[src/rtl/timer_regs.sv]
// timer_regs: register bank and 64-bit counting engine of the timer IP.
// Sits behind the APB slave decode; consumes wr_en/rd_en strobes, holds
// control/counter/compare/interrupt state, returns prdata and drives tim_int.
module timer_regs #(
  parameter int          ADDR_W  = 12,
  parameter logic [63:0] CMP_RST = 64'hFFFF_FFFF_FFFF_FFFF
) (
  input  logic              clk,
  input  logic              rst,
  input  logic              wr_en,
  input  logic              rd_en,
  input  logic [ADDR_W-1:0] paddr,
  input  logic [31:0]       pwdata,
  output logic [31:0]       prdata,
  output logic              tim_int
);

  // Word offsets (byte address >> 2)
  localparam logic [ADDR_W-3:0] OFS_TCR   = (ADDR_W-2)'(3'd0);
  localparam logic [ADDR_W-3:0] OFS_TDR0  = (ADDR_W-2)'(3'd1);
  localparam logic [ADDR_W-3:0] OFS_TDR1  = (ADDR_W-2)'(3'd2);
  localparam logic [ADDR_W-3:0] OFS_TCMP0 = (ADDR_W-2)'(3'd3);
  localparam logic [ADDR_W-3:0] OFS_TCMP1 = (ADDR_W-2)'(3'd4);
  localparam logic [ADDR_W-3:0] OFS_TIER  = (ADDR_W-2)'(3'd5);
  localparam logic [ADDR_W-3:0] OFS_TISR  = (ADDR_W-2)'(3'd6);

  logic        timer_en_q, timer_en_d;
  logic        div_en_q,   div_en_d;
  logic [3:0]  div_val_q,  div_val_d;
  logic [3:0]  div_cnt_q,  div_cnt_d;
  logic [63:0] cnt_q,      cnt_d;
  logic [63:0] cmp_q,      cmp_d;
  logic        int_en_q,   int_en_d;
  logic        int_st_q,   int_st_d;

  logic [ADDR_W-3:0] word_s;
  logic wr_tcr_s, wr_tdr0_s, wr_tdr1_s, wr_tcmp0_s, wr_tcmp1_s, wr_tier_s, wr_tisr_s;
  logic tick_s, match_s;
  logic unused_lsb_s;

  // Byte-lane bits are ignored; only whole words are addressed.
  assign word_s       = paddr[ADDR_W-1:2];
  assign unused_lsb_s = ^paddr[1:0];

  assign wr_tcr_s   = wr_en & (word_s == OFS_TCR);
  assign wr_tdr0_s  = wr_en & (word_s == OFS_TDR0);
  assign wr_tdr1_s  = wr_en & (word_s == OFS_TDR1);
  assign wr_tcmp0_s = wr_en & (word_s == OFS_TCMP0);
  assign wr_tcmp1_s = wr_en & (word_s == OFS_TCMP1);
  assign wr_tier_s  = wr_en & (word_s == OFS_TIER);
  assign wr_tisr_s  = wr_en & (word_s == OFS_TISR);

  // A count step happens every cycle, or only when the prescaler reaches div_val.
  assign tick_s  = timer_en_q & (~div_en_q | (div_cnt_q == div_val_q));
  assign match_s = (cnt_q == cmp_q);

  // Next-state logic for control, prescaler, counter, compare and interrupt state.
  always_comb begin
    timer_en_d = timer_en_q;
    div_en_d   = div_en_q;
    div_val_d  = div_val_q;
    div_cnt_d  = div_cnt_q;
    cnt_d      = cnt_q;
    cmp_d      = cmp_q;
    int_en_d   = int_en_q;
    int_st_d   = int_st_q;

    if (wr_tcr_s) begin
      timer_en_d = pwdata[0];
      div_en_d   = pwdata[1];
      div_val_d  = pwdata[11:8];
    end else begin
      timer_en_d = timer_en_q;
    end

    // Prescaler restarts whenever it is idle or its configuration is rewritten.
    if (~timer_en_q | ~div_en_q | wr_tcr_s) begin
      div_cnt_d = 4'd0;
    end else if (div_cnt_q == div_val_q) begin
      div_cnt_d = 4'd0;
    end else begin
      div_cnt_d = div_cnt_q + 4'd1;
    end

    // A software load of either half suppresses the count step for that cycle.
    if (wr_tdr0_s) begin
      cnt_d = {cnt_q[63:32], pwdata};
    end else if (wr_tdr1_s) begin
      cnt_d = {pwdata, cnt_q[31:0]};
    end else if (tick_s) begin
      cnt_d = cnt_q + 64'd1;
    end else begin
      cnt_d = cnt_q;
    end

    if (wr_tcmp0_s) begin
      cmp_d = {cmp_q[63:32], pwdata};
    end else if (wr_tcmp1_s) begin
      cmp_d = {pwdata, cmp_q[31:0]};
    end else begin
      cmp_d = cmp_q;
    end

    if (wr_tier_s) begin
      int_en_d = pwdata[0];
    end else begin
      int_en_d = int_en_q;
    end

    // Sticky status: a match beats a simultaneous write-1-to-clear.
    if (match_s) begin
      int_st_d = 1'b1;
    end else if (wr_tisr_s & pwdata[0]) begin
      int_st_d = 1'b0;
    end else begin
      int_st_d = int_st_q;
    end
  end

  // State registers with synchronous reset.
  always_ff @(posedge clk) begin
    if (rst) begin
      timer_en_q <= 1'b0;
      div_en_q   <= 1'b0;
      div_val_q  <= 4'd0;
      div_cnt_q  <= 4'd0;
      cnt_q      <= 64'd0;
      cmp_q      <= CMP_RST;
      int_en_q   <= 1'b0;
      int_st_q   <= 1'b0;
    end else begin
      timer_en_q <= timer_en_d;
      div_en_q   <= div_en_d;
      div_val_q  <= div_val_d;
      div_cnt_q  <= div_cnt_d;
      cnt_q      <= cnt_d;
      cmp_q      <= cmp_d;
      int_en_q   <= int_en_d;
      int_st_q   <= int_st_d;
    end
  end

  // Read mux: returns the addressed register during a read strobe, else zero.
  always_comb begin
    prdata = 32'd0;
    if (rd_en) begin
      case (word_s)
        OFS_TCR:   prdata = {20'd0, div_val_q, 6'd0, div_en_q, timer_en_q};
        OFS_TDR0:  prdata = cnt_q[31:0];
        OFS_TDR1:  prdata = cnt_q[63:32];
        OFS_TCMP0: prdata = cmp_q[31:0];
        OFS_TCMP1: prdata = cmp_q[63:32];
        OFS_TIER:  prdata = {31'd0, int_en_q};
        OFS_TISR:  prdata = {31'd0, int_st_q};
        default:   prdata = 32'd0;
      endcase
    end else begin
      prdata = 32'd0;
    end
  end

  assign tim_int = int_st_q & int_en_q;

endmodule
[config.mk]
export PLATFORM = sky130hd
export DESIGN_NAME = timer_regs
export DESIGN_NICKNAME = d
export VERILOG_FILES = /design/src/rtl/timer_regs.sv
export SDC_FILE = /design/constraint.sdc
export NUM_CORES = 1
export LEC_CHECK = 0
export CORE_UTILIZATION = 40
export CTS_BUF_LIST = sky130_fd_sc_hd__clkbuf_8
export CTS_CLUSTER_DIAMETER = 80
export DETAILED_ROUTE_END_ITERATION = 12
export GPL_TIMING_DRIVEN = 0
export SYNTH_ARGS = -nofsm -noshare
export SYNTH_HDL_FRONTEND = slang
export SYNTH_SLANG_ARGS = --single-unit
export TNS_END_PERCENT = 20
[constraint.sdc]
create_clock -name clk -period 2.6 [get_ports clk]
set_input_delay 0.52 -clock clk [delete_from_list [all_inputs] [get_ports clk]]
set_output_delay 0.52 -clock clk [all_outputs]
set_load 0.01 [all_outputs]
==> metrics.sh <==
CLASS_OF_THE_TIGHTEST_HOLD_OR_REMOVAL_CHECK='flop to flop'
FILLER_CELL_COUNT=2051
CRITICAL_PATH_BUF_INV_COUNT=4
TIMING.CRITICAL_PATH.SLOWEST_CELL_DELAY_NS=0.57
SLOWEST_STAGE='or4_4'
DETAILEDROUTE.FIRSTPASSITERATIONCOUNT=8
RSZ0062_AT_GRT='yes'
GRT_OVERFLOW_TOTAL=0
LAYOUT-DRIVE-GT1-SHARE=0.2284
FLOP_AND_LATCH_COUNT_OUT_OF_SYNTHESIS=140
PLACEDCELLCOUNT=1467
WORST_HOLD_STARTPOINT='cmp_q[60]$_SDFFE_PP1P_'
CTS_MADE_BUFFERS=17
POST-ROUTE-DRC-COUNT=0
FINALSETUPTNS_NS=-11.20
WORST-ENDPOINT-ARRIVAL_NS=2.49
CLK_ROOT_BUFFER_CELL='clkbuf_8'
FLOORPLAN.DIE.WIDTH_UM=148.8
PERIOD_SHARE=1.159
POWER_DENSITY_OF_THE_PLACED_CELLS_mW_PER_MM2=401.3
CRITICAL-PATH-TOP-DELAY-FAMILY='simple AND/OR/NAND/NOR gates'
ROUTED-VIA-COUNT=9776
SETUP_VIOL=39
YOSYSUNIQUECELLTYPES=66
CLOCK_LATENCY_NS=0.49
WL_PER_CELL_UM=26.95
DRT_FIRST_ITER_VIOLATIONS=1241
SKEW_NS=0.02082
HOLD_VIOL_FINAL=0
SYNTH_FF_TYPE='dfxtp_1'
YS_SEQ_AREA_FRAC=0.3253
WORST_EP_REQUIRED_TIME_NS=2.08
LAYOUT_SETUP_WS_NS=-0.4146
DESIGN.PORTCOUNT=81
DIEAREA_MM2=0.02213
R2R_START='cnt_q[29]$_SDFFE_PP0P_'
TOTALWIRELENGTH_MM=41.08
SYN2LAYOUT_AREA_GROWTH_PCT=29.84
CP-END-KIND='primary output'
IO_BUFFER_COUNT=75
OUTCOME='finished with violations'
OVERALL_POWER_mW=4.489
GRT_USE_TOTAL=0.3730
HTREE_NUM_LEVELS=4
INITIAL_CORE_UTIL=0.4086
FINALCOREUTILIZATION=0.5305
PEAKVDDDROP_V=0.0002806
CTS_TREE='built'
TIMING.FINAL.MAX_SLEW_VIOLATIONS=0
CTS.REPORTEDPATHS.CLKPINSLEW_NS=0.09
FIN_NETS=1285
GRT_START_MAX_NET_PINS=17
ANTENNA_VIOLATIONS_BEFORE_REPAIR=1
WIRE_LENGTH_OF_THE_FIRST_GLOBAL_ROUTING_PASS_MM=59.23
FINALWEIGHTEDCONGESTION=1.049
WORST-SLEW-PIN-TRANSITION_NS=1.090
SYNTH-EDFF-COUNT=0
VIAS_PER_CELL=6.415
WORSTSETUPSTARTPOINTTYPE='input port'
GRT_PASS1_VIAS=8888
WORST_SETUP_SP='paddr[8]'
DIEHEIGHT_UM=148.8
STATIC-LEAKAGE-POWER_nW=4.014
MAXSLEWHEADROOM=0.2734
DRV.MAX_CAP_VIOLATION_COUNT=0
DP_HPWL_MM=29.36
SYN_AVG_CELL_AREA_UM2=7.713
MAX-CLOCK-PATH-BUFFERS=2
POST_LAYOUT_NONFILLER_INSTANCES=1524
POSTSYNTHNETCOUNT=1167
CTS_HOLD_BUFFERS=0
LAYOUT_MIN_CYCLE_TIME_NS=3.015
PLACEMENTROWS=53
AREA_OF_THE_CORE_MM2=0.02109
CRITICAL_PATH.CELL_CHAIN='buf_6 -> or4_4 -> or3_4 -> nor2_4 -> buf_12 -> clkbuf_16 -> nand2_2 -> a31oi_2 -> buf_2'
WHS_NS=0.5113
WORSTPATHMAXFANOUT=5
TIMING.FMAX_MHz=331.7
SYN_INST=1117
YS.WARNINGS.COUNT=0
SYNTHESIS.AREA_MM2=0.008616
POSTROUTEANTENNANETS=0
VIOLATED_CHECKS='setup timing'
CTS.SINK_COUNT=140
SETUP.WORST_PATH.CLASS='input port to primary output'
SYNTH-ASYNC-RESET-RATIO=0
## worst paths after layout
check	end	slack [ns]	depth (start not counted)
max	prdata[4]	-0.41	9
min	cmp_q[60]$_SDFFE_PP1P_	0.51	2
max reg2reg	cnt_q[57]$_SDFFE_PP0P_	-0.15	6
min reg2reg	cmp_q[60]$_SDFFE_PP1P_	0.51	2
## cell usage in the layout (no fill, tap or decap), drive strengths merged, types with 12 or more instances in the layout
master         instances
a21oi                 69
a222oi                14
a22oi                 36
a31oi                 44
and2                  13
buf                  104
clkbuf                80
clkdlybuf4s50         35
dfxtp                140
inv                   17
mux2i                 40
nand2                214
nand3                 69
nand4                 40
nor2                  46
nor3                  19
nor4                  21
o211ai                19
o21ai                 32
or3                   13
or4                   12
xnor2                 68
## what timing repair did
action | CTS | global route
cloned | 5 | 1
setup buffers | 19 | 4
pin swaps | 18 | 42
resized for setup | 227 | 93
setup endpoints to repair | 125 | 113
## power by group
group	switching (mW)	internal, mW
Sequential	0.00507	2.15
Combinational	0.156	0.0863
Clock	1.09	1.01
## layout make-up
cell class,instances,area [um2],area share
multi-input combinational,864,5953,0.5322
sequential,140,2813,0.2514
timing repair buffer,101,930.9,0.08321
buffer,105,671.9,0.06006
tap,275,344.1,0.03076
clock buffer,17,234.0,0.02091
clock inverter,15,215.2,0.01924
inverter,6,22.52,0.002013
antenna,1,2.502,0.0002237
## state kept, by name, summed over array words and instances (netlist names)
signal	count
cmp_q	64
cnt_q	64
div_cnt_q	4
div_en_q	1
div_val_q	4
int_en_q	1
int_st_q	1
timer_en_q	1
## routing by layer
layer  GRT usage  part of all wire  routed length [um]  vias to the layer above
li1            -                 -                   -                     4340
met2      0.5748              0.44               18030                      642
met1      0.4787              0.39               16220                     4645
met5           0                 0                   0                        -
met3     0.09021              0.11                4513                      149
met4      0.2041             0.056                2314                        0
## cells by family (layout without fill, tap and decap cells)
family | Yosys count | after routing | share of synthesized area
other | 0 | 1 | 0
AO/OA/AOI/OAI | 261 | 261 | 0.2042
multiplexers | 41 | 41 | 0.04778
adder cells (fa/ha/maj) | 2 | 2 | 0.002904
AND/OR/NAND/NOR | 482 | 482 | 0.2836
XOR/XNOR | 78 | 78 | 0.07929
flip-flops | 140 | 140 | 0.3253
buffers and inverters | 113 | 244 | 0.05693
## worst register-to-register path, stage by stage, from the launching register on
cell,delay (ns)
dfxtp_1,0.49
nand4_1,0.41
or2_2,0.47
nor4_4,0.44
nand3_1,0.26
or4_1,0.45
a31oi_1,0.16
## Yosys cell counts (3+ instances only)
cell type  number  share of area
nand2_1       214          0.093
dfxtp_1       140           0.33
a21oi_1        68          0.040
xnor2_1        68          0.069
nand3_1        66          0.038
clkbuf_1       56          0.024
nor2_1         45          0.020
a31oi_1        44          0.032
mux2i_1        40          0.046
buf_2          38          0.022
nand4_1        37          0.027
a22oi_1        36          0.031
o21ai_0        31          0.018
nor3_1         19          0.011
o211ai_1       19          0.017
a222oi_1       14          0.016
nor4_1         14          0.010
and2_1         13         0.0094
or3_1          12         0.0087
or4_1          12          0.010
a211oi_1       10         0.0087
xor2_1         10          0.010
and4_1          8         0.0081
a41oi_1         7         0.0071
and3_1          7         0.0051
clkbuf_2        6         0.0035
inv_1           6         0.0026
o311ai_0        6         0.0061
or2_2           6         0.0044
buf_1           5         0.0022
a32o_1          4         0.0046
nor4_4          4         0.0099
o41ai_1         4         0.0041
nand3_2         3         0.0035
nand4_2         3         0.0044
nor4_2          3         0.0044
## per-stage QoR
step	setup slack, ns	area [um2]
3_5_place_dp	-1.520	9991
2_1_floorplan	-0.08020	8896
6_report	-0.4146	11190
5_1_grt	-0.4452	11180
4_1_cts	-0.4276	10890
3_3_place_gp	-1.510	9991
Power figures use the tool's default switching activity.
